==> config.mk <==
export PLATFORM = sky130hd
export DESIGN_NAME = user_id_readout_flat
export DESIGN_NICKNAME = d
export VERILOG_FILES = /design/src/rtl/user_id_readout_if.sv /design/src/rtl/user_id_readout.sv /design/src/flat_wrapper.sv
export SDC_FILE = /design/constraint.sdc
export NUM_CORES = 1
export LEC_CHECK = 0
export ABC_AREA = 1
export BUFFER_PORTS_ARGS = -buffer_cell sky130_fd_sc_hd__buf_2
export CAP_MARGIN = 20
export CORE_MARGIN = 2
export CORE_UTILIZATION = 50
export DETAILED_ROUTE_END_ITERATION = 8
export PLACE_DENSITY = 0.71
export SYNTH_ARGS = -nofsm -noshare
export SYNTH_HDL_FRONTEND = slang
export SYNTH_SLANG_ARGS = --single-unit
==> constraint.sdc <==
create_clock -name wb_clk_i -period 8.2 [get_ports wb_clk_i]
set_input_delay 2.05 -clock wb_clk_i [delete_from_list [all_inputs] [get_ports wb_clk_i]]
set_output_delay 2.05 -clock wb_clk_i [all_outputs]
set_load 0.01 [all_outputs]
==> src/rtl/user_id_readout_if.sv <==
// User ID readout bus.
// Carries the tie-cell word and control pulses into the readout block and the
// latched ID, status flags and serial stream back out.
//   master : drives mask_rev, relatch, ser_start; observes the outputs
//   slave  : the readout block itself
interface user_id_readout_if #(
  parameter int ID_WIDTH = 32
);
  logic [ID_WIDTH-1:0] mask_rev;
  logic                relatch;
  logic                ser_start;
  logic [ID_WIDTH-1:0] user_id;
  logic                id_valid;
  logic                id_changed;
  logic                ser_out;
  logic                ser_busy;
  logic                ser_done;

  modport master (
    output mask_rev, relatch, ser_start,
    input  user_id, id_valid, id_changed, ser_out, ser_busy, ser_done
  );

  modport slave (
    input  mask_rev, relatch, ser_start,
    output user_id, id_valid, id_changed, ser_out, ser_busy, ser_done
  );
endinterface

==> src/rtl/user_id_readout.sv <==
// User ID readout.
// Debounces the mask_rev tie-cell word after reset, latches it into user_id,
// watches for later changes against the latched value, and serialises the
// latched word MSB-first on request.
// Ports:
//   wb_clk_i : system clock, all state on the rising edge
//   wb_rst_i : asynchronous active-high reset
//   bus      : user_id_readout_if.slave
//              in  mask_rev, relatch, ser_start
//              out user_id, id_valid, id_changed, ser_out, ser_busy, ser_done
module user_id_readout #(
  parameter int ID_WIDTH      = 32,
  parameter int SAMPLE_CYCLES = 4,
  parameter int CLK_DIV       = 2
) (
  input logic               wb_clk_i,
  input logic               wb_rst_i,
  user_id_readout_if.slave  bus
);

  localparam int CNT_W = $clog2(SAMPLE_CYCLES);
  localparam int IDX_W = $clog2(ID_WIDTH);
  localparam int DIV_W = $clog2(CLK_DIV) + 1;

  localparam logic [CNT_W-1:0] CNT_LAST = CNT_W'(SAMPLE_CYCLES - 1);
  localparam logic [IDX_W-1:0] IDX_TOP  = IDX_W'(ID_WIDTH - 1);
  localparam logic [DIV_W-1:0] DIV_LAST = DIV_W'(CLK_DIV - 1);

  typedef enum logic {
    SAMPLE = 1'b0,
    LOCKED = 1'b1
  } state_t;

  state_t              state;
  logic [ID_WIDTH-1:0] samp;
  logic                samp_vld;
  logic [CNT_W-1:0]    cnt;
  logic [ID_WIDTH-1:0] user_id_q;
  logic                id_valid_q;
  logic                id_changed_q;

  logic [ID_WIDTH-1:0] shreg;
  logic [IDX_W-1:0]    idx;
  logic [DIV_W-1:0]    div;
  logic                ser_out_q;
  logic                ser_busy_q;
  logic                ser_done_q;

  logic                take_relatch;
  logic                accept;
  logic                bit_end;

  // Relatch is honoured in LOCKED only while idle; it also beats a
  // simultaneous ser_start, so accept requires relatch low.
  assign take_relatch = (state == LOCKED) && bus.relatch && !ser_busy_q;
  assign accept       = id_valid_q && !ser_busy_q && bus.ser_start && !bus.relatch;
  assign bit_end      = ser_busy_q && (div == DIV_LAST);

  always_ff @(posedge wb_clk_i or posedge wb_rst_i) begin
    if (wb_rst_i) begin
      state        <= SAMPLE;
      samp         <= '0;
      samp_vld     <= 1'b0;
      cnt          <= '0;
      user_id_q    <= '0;
      id_valid_q   <= 1'b0;
      id_changed_q <= 1'b0;
      idx          <= '0;
      div          <= '0;
      ser_out_q    <= 1'b0;
      ser_busy_q   <= 1'b0;
      ser_done_q   <= 1'b0;
    end else begin
      ser_done_q <= 1'b0;

      case (state)
        SAMPLE: begin
          samp     <= bus.mask_rev;
          samp_vld <= 1'b1;
          // samp_vld low means samp holds nothing trustworthy yet, so the
          // first sample after reset or relatch always starts a fresh run.
          if (bus.relatch || !samp_vld || (bus.mask_rev != samp)) begin
            cnt <= '0;
          end else if (cnt == CNT_LAST) begin
            user_id_q  <= bus.mask_rev;
            id_valid_q <= 1'b1;
            cnt        <= '0;
            state      <= LOCKED;
          end else begin
            cnt <= cnt + 1'b1;
          end
        end
        LOCKED: begin
          if (take_relatch) begin
            id_valid_q   <= 1'b0;
            id_changed_q <= 1'b0;
            cnt          <= '0;
            samp_vld     <= 1'b0;
            state        <= SAMPLE;
          end else if (bus.mask_rev != user_id_q) begin
            id_changed_q <= 1'b1;
          end
        end
        default: state <= SAMPLE;
      endcase

      if (accept) begin
        ser_busy_q <= 1'b1;
        ser_out_q  <= user_id_q[ID_WIDTH-1];
        idx        <= IDX_TOP;
        div        <= '0;
      end else if (bit_end) begin
        div <= '0;
        if (idx == '0) begin
          ser_busy_q <= 1'b0;
          ser_out_q  <= 1'b0;
          ser_done_q <= 1'b1;
        end else begin
          idx       <= idx - 1'b1;
          ser_out_q <= shreg[ID_WIDTH-1];
        end
      end else if (ser_busy_q) begin
        div <= div + 1'b1;
      end
    end
  end

  // Snapshot of user_id for the shift; the MSB is already on ser_out, so the
  // register holds the remaining bits left-aligned.
  always_ff @(posedge wb_clk_i) begin
    if (accept) begin
      shreg <= {user_id_q[ID_WIDTH-2:0], 1'b0};
    end else if (bit_end) begin
      shreg <= {shreg[ID_WIDTH-2:0], 1'b0};
    end
  end

  assign bus.user_id    = user_id_q;
  assign bus.id_valid   = id_valid_q;
  assign bus.id_changed = id_changed_q;
  assign bus.ser_out    = ser_out_q;
  assign bus.ser_busy   = ser_busy_q;
  assign bus.ser_done   = ser_done_q;

endmodule
==> src/flat_wrapper.sv <==
// flat-port wrapper written by rule: the top's interface ports become plain ports
module user_id_readout_flat 
#(
  parameter int ID_WIDTH      = 32,
  parameter int SAMPLE_CYCLES = 4,
  parameter int CLK_DIV       = 2
)
  (wb_clk_i, wb_rst_i, bus_mask_rev, bus_relatch, bus_ser_start, bus_user_id, bus_id_valid, bus_id_changed, bus_ser_out, bus_ser_busy, bus_ser_done);
  user_id_readout_if #(.ID_WIDTH(ID_WIDTH)) bus_i ();
  input logic wb_clk_i;
  input logic wb_rst_i;
  input wire logic [$bits(bus_i.mask_rev)-1:0] bus_mask_rev;
  input wire logic [$bits(bus_i.relatch)-1:0] bus_relatch;
  input wire logic [$bits(bus_i.ser_start)-1:0] bus_ser_start;
  output wire logic [$bits(bus_i.user_id)-1:0] bus_user_id;
  output wire logic [$bits(bus_i.id_valid)-1:0] bus_id_valid;
  output wire logic [$bits(bus_i.id_changed)-1:0] bus_id_changed;
  output wire logic [$bits(bus_i.ser_out)-1:0] bus_ser_out;
  output wire logic [$bits(bus_i.ser_busy)-1:0] bus_ser_busy;
  output wire logic [$bits(bus_i.ser_done)-1:0] bus_ser_done;
  assign bus_i.mask_rev = bus_mask_rev;
  assign bus_i.relatch = bus_relatch;
  assign bus_i.ser_start = bus_ser_start;
  assign bus_user_id = bus_i.user_id;
  assign bus_id_valid = bus_i.id_valid;
  assign bus_id_changed = bus_i.id_changed;
  assign bus_ser_out = bus_i.ser_out;
  assign bus_ser_busy = bus_i.ser_busy;
  assign bus_ser_done = bus_i.ser_done;
  user_id_readout #(.ID_WIDTH(ID_WIDTH), .SAMPLE_CYCLES(SAMPLE_CYCLES), .CLK_DIV(CLK_DIV)) u_core (.wb_clk_i(wb_clk_i), .wb_rst_i(wb_rst_i), .bus(bus_i));
endmodule
; ---- Word-level counts from Yosys, hierarchy flattened
; Cells that the tools add are included.
[word_totals]
output_inout_bits = 37
inputBits = 36
register_bits = 111
wordCells = 79
[classes]
n_eq_ne = 8
mux = 32
reduce_logical = 21
n_addsub = 3
bitwise_logic = 2
[ops]
columns = op, count
row1 = $mux W32, 2
row2 = $ne A32 B32 Y1, 2
row3 = $mux W1, 17
row4 = $mux W5, 3
row5 = $mux W2, 6
row6 = $logic_and A1 B1 Y1, 6
row7 = $pmux W1 S2, 3
row8 = $reduce_and A2 Y1, 3
row9 = $reduce_and A3 Y1, 2
row10 = $reduce_bool A2 Y1, 3
row11 = $logic_not A5 Y1, 1
row12 = $sub A5 B1 Y5 const B, 1
row13 = $add A2 B1 Y2 const B, 2
row14 = $ne A2 B1 Y1 const B, 2
row15 = $ne A2 B2 Y1 const B, 2
row16 = $pmux W2 S2, 1
row17 = $logic_not A1 Y1, 3
row18 = $reduce_bool A3 Y1, 1
row19 = $eq A2 B1 Y1 const B, 1
row20 = $eq A2 B2 Y1 const B, 1
row21 = $logic_or A1 B1 Y1, 2
row22 = $not A1 Y1, 2

; ---- Logic depth before layout (Yosys ltp)
[logic_depth]
ltp_word = 6
mapped_depth = 12
mapped_depth_nobuf = 11

; ---- Worst setup path after synthesis
; Ideal clock, no wire load.
[synth_timing]
kind = in2reg
from = input bus_relatch
to = register u_core.idx[3]
n_path_buf = 0
setup_slack_ns = 4.443
arrival_ns = 3.629
required_ns = 8.072
cell_stages = 8
setup_time_ns = 0.128
path_cell_list = inv_1 -> nand4_1 -> nand2_1 -> nand2_1 -> nor2_1 -> nand2_1 -> a21oi_1 -> o21ai_0
[synth_between]
elab_chain_len = 4
elab_cells_between_ends = 6
cone_classes = eq/ne (1) / mux (1) / reduce/logical (4)
[synth_rtl]
columns = element, line
row1 = from (decl), flat_wrapper.sv:13  ; input wire logic [$bits(bus_i.relatch)-1:0] bus_relatch;
row2 = $logic_not A1 Y1 (*), user_id_readout.sv:56  ; assign accept = id_valid_q && !ser_busy_q && bus.ser_start && !bus.relatch;
row3 = $logic_and A1 B1 Y1 (*), user_id_readout.sv:56
row4 = $ne A2 B1 Y1 (no source line) / $reduce_bool A2 Y1 (equally long branches), -
row5 = $reduce_and A2 Y1 (no source line), -
row6 = to (signal assigned), user_id_readout.sv:119  ; idx <= idx - 1'b1;
row7 = to (decl), user_id_readout.sv:43  ; logic [IDX_W-1:0] idx;
; Mark *: on every way between the ends. The rest lies on a longest branch, timed or not.
; A chain may end at the register's enable or synchronous reset.

; ---- Worst setup path in the final report
[layout_timing]
from = input bus_mask_rev[23]
to = register u_core.user_id_q[13], in the netlist u_core.bus.user_id[13]
[layout_between]
elab_chain_len = 4
[layout_rtl]
columns = element, line
row1 = from (decl), flat_wrapper.sv:12  ; input wire logic [$bits(bus_i.mask_rev)-1:0] bus_mask_rev;
row2 = $ne A32 B32 Y1, user_id_readout.sv:82  ; if (bus.relatch || !samp_vld || (bus.mask_rev != samp)) begin
row3 = $logic_or A1 B1 Y1, user_id_readout.sv:82
row4 = $not A1 Y1 (no source line), -
row5 = $reduce_and A3 Y1 (no source line), -
row6 = to (signal assigned), user_id_readout.sv:85  ; user_id_q <= bus.mask_rev;
row7 = to (decl), user_id_readout.sv:38  ; logic [ID_WIDTH-1:0] user_id_q;
; No other way between the ends.

==> results.py <==
metrics = {
    "run": {
        "maxCapViolCount": 0,
    },
    "clocking": {
        "cts_inserted_buffers": 9,
        "tritoncts": "yes",
        "post_cts_resized": 0,
        "cts_max_path_buffers": 2,
        "clock_latency_ps": 380,
        "clk_pin_slew_worst_paths_ps": 90,
        "holdBufCountCts": 0,
        "htree_levels": 3,
        "cts.sinks": 111,
        "cts_setup_buffers": 0,
        "root_buffer": "clkbuf_8",
    },
    "floorplanning": {
        "rows": 38,
        "core_area_sq_um": 10700,
        "start_util_pct": 50.8,
        "io_pins": 73,
        "die_h_um": 108,
        "die_x_um": 108,
        "dieArea_sq_um": 11800,
    },
    "timing": {
        "tightest_slew_ps": 526,
        "setup_viol_count_final": 0,
        "fmaxAchievable_mhz": 272,
        "fin_crit_sh_pct": 44.8,
        "hold_viol": 0,
        "slew_viol_final": 0,
        "rsz0062_at_grt": "false",
        "slew_headroom_pct": 64.7,
        "skew_ps": 8.48,
        "setup_tns_ps": 0,
        "finalCriticalPeriod_ps": 3680,
    },
    "yosys": {
        "seq_area_frac_synth_pct": 53.7,
        "syn_avg_cell_area_sq_um": 8.09,
        "synth_warnings": 0,
        "syn_area_sq_um": 5460,
        "synthCells": 675,
        "synth_seq_cells": 111,
        "synthDistinctLibCells": 24,
        "syn-num-nets": 713,
    },
    "layout": {
        "drive_gt1_share_pct": 15.2,
        "area_growth_pct": 12.1,
        "utilization_pct": 56.9,
        "n_antenna_cell": 0,
        "fin_nets": 777,
        "final_cell_count_no_fill": 884,
    },
    "hold_path": {
        "hp-start": "u_core.idx[3]",
        "min_delay_path_depth": 1,
        "hold_class": "reg2reg",
        "hold_end": "u_core.idx[3]",
    },
    "critical_path": {
        "cp.required_ps": 8470,
        "worst-path-max-fanout": 34,
        "worst_setup_path_end_kind": "register",
        "timing.rr.start": "u_core.samp[3]",
        "path_class": "in2reg",
        "r2r_setup_slack_ps": 5950,
        "startpoint_type": "primary input",
        "reg2regPathDepth": 11,
        "timing.rr.end": "u_core.bus.user_id[13]",
        "worst-endpoint-arrival_ps": 3950,
    },
    "global_routing": {
        "grt_usage_pct": 24.2,
        "grt_max_degree": 81,
        "antenna_found_initial": 0,
        "gr-total-overflow": 0,
        "grt_pass1_vias": 4262,
        "grt_pass1_wl_mm": 21.5,
    },
    "power_and_ir_drop": {
        "pwr-share-seq_pct": 56.3,
        "p_comb_share_pct": 21.5,
        "power_density_nw_per_um2": 226,
        "p_clk_share_pct": 22.2,
        "internal_power_uw": 951,
        "power.switching_uw": 430,
        "swShare_pct": 31.1,
        "p_leak_nw": 3.10,
        "max-vdd-ir-drop_mv": 0.124,
    },
    "placed_design": {
        "portBuffers": 72,
        "dp_hpwl_mm": 9.47,
        "placed_cells": 867,
        "place_congestion": 0.905,
    },
    "detailed_routing": {
        "viasPerCell": 5.33,
        "wl_per_cell_um": 15.3,
        "first_pass_iters": 6,
        "route.detailed.drc": 0,
        "ant_nets": 0,
        "drt_iter0_drc": 493,
        "routed_wirelength_mm": 13.5,
        "vias": 4714,
    },
    "status": {
        "status": "complete, no violations",
    },
}
layout by cell type, fill, tap and decap left out, types with 3 or more instances in the layout:
cell      count
nor2_1       40
buf_4         6
nand2_1     284
xor2_1        3
clkbuf_8     11
inv_1        51
buf_2        72
a21oi_1       4
o21ai_1       3
xnor2_1      23
o21ai_0      52
inv_2        15
nand4_1      37
edfxtp_1     31
dfrtp_1      80
nand3_1      13
worst max-delay path, cell delays in order:
cell and delay, ps:
buf_2 170, inv_1 80, nand2_1 60, nand2_1 50
nor2_1 90, nand2_1 50, nor2_1 130, nand2_2 120
nor2_8 410, nand3_4 470, nand2_1 180, nand2_1 70
layer usage:
metal | GRT usage [%] | part of all wire (%)
met5 | 0 | 0
met2 | 37.7 | 48
met1 | 34.4 | 45
met3 | 3.25 | 5.0
met4 | 9.43 | 2.3
cell type report:
cell class / instances / area (sq um)
fillers: 1033 / 4630
multi-input cells: 471 / 2150
inverters: 67 / 253
well taps: 140 / 175
flip-flops and latches: 111 / 2930
clock buffers: 13 / 159
clock inverters: 3 / 17.5
repair buffers: 79 / 433
how the worst max path moves through the flow:
stage / endpoint / startpoint / slack, ps / cells after the start
final: u_core.bus.user_id[13] / bus_mask_rev[23] / 4520 / 12
after global routing: u_core.bus.user_id[25] / bus_mask_rev[23] / 4340 / 12
after CTS: u_core.bus.user_id[13] / bus_mask_rev[23] / 4550 / 12
after detailed placement: u_core.bus.user_id[13] / bus_mask_rev[23] / 4140 / 12
after global placement: u_core.bus.user_id[3] / bus_mask_rev[4] / 4190 / 12
after floorplan: u_core.bus.id_changed / wb_rst_i / 4100 / 1
synth_stat cells:
| library cell | count | area (sq um) |
|---|---|---|
| ha_1 | 2 | 25.0 |
| inv_1 | 52 | 195 |
| nand2_1 | 284 | 1070 |
| nand3_4 | 1 | 17.5 |
| nand2_2 | 1 | 6.26 |
| o211ai_1 | 1 | 7.51 |
| nand4_1 | 37 | 231 |
| buf_6 | 3 | 33.8 |
| nor2_1 | 41 | 154 |
| nor3_1 | 2 | 10.0 |
| clkbuf_1 | 16 | 60.1 |
| nand3_1 | 13 | 65.1 |
| o21ai_0 | 52 | 260 |
| nor2_2 | 1 | 6.26 |
| o22ai_1 | 2 | 12.5 |
| dfrtp_1 | 80 | 2000 |
| inv_2 | 15 | 56.3 |
| buf_2 | 7 | 35.0 |
| a21oi_1 | 4 | 20.0 |
| edfxtp_1 | 31 | 931 |
| nor2_8 | 1 | 20.0 |
| o21ai_1 | 3 | 15.0 |
| xor2_1 | 3 | 26.3 |
| xnor2_1 | 23 | 201 |
power by group through the flow:
stage               Clock (mW)  Combinational [mW]  Sequential [mW]
floorplan                    0               0.203            0.779
global placement             0               0.283            0.781
detailed placement           0               0.296            0.787
CTS                      0.315               0.297            0.776
global route             0.335               0.344            0.789
finish                   0.306               0.297            0.777
per-stage QoR:
stage | power (mW) | hold slack, ps | cell area, sq um | worst slack (ps)
finish | 1.38 | 513 | 6120 | 4520
global route | 1.47 | 527 | 6120 | 4340
CTS | 1.39 | 512 | 6090 | 4550
detailed placement | 1.08 | 489 | 5910 | 4140
global placement | 1.06 | 477 | 5910 | 4190
floorplan | 0.982 | 457 | 5460 | 4100
flip-flops by register name (all words and copies together) (netlist names):
register	cells
u_core.samp	32
u_core.bus.id_changed	1
u_core.bus.ser_out	1
u_core.bus.id_valid	1
u_core.bus.user_id	32
u_core.state	1
u_core.bus.ser_done	1
u_core.cnt	2
u_core.shreg	31
u_core.div	2
u_core.samp_vld	1
u_core.bus.ser_busy	1
u_core.idx	5
logic make-up (layout without fill, tap and decap cells):
kind of cell             Yosys count  count (layout)  share of synthesized area [%]
AO/OA/AOI/OAI                     62              62                           5.78
buffers and inverters             93             162                           6.97
XOR/XNOR                          26              26                           4.17
adder cells (fa/ha/maj)            2               2                          0.458
AND/OR/NAND/NOR                  381             381                           28.9
flip-flops                       111             111                           53.7
Power figures use the tool's default switching activity.
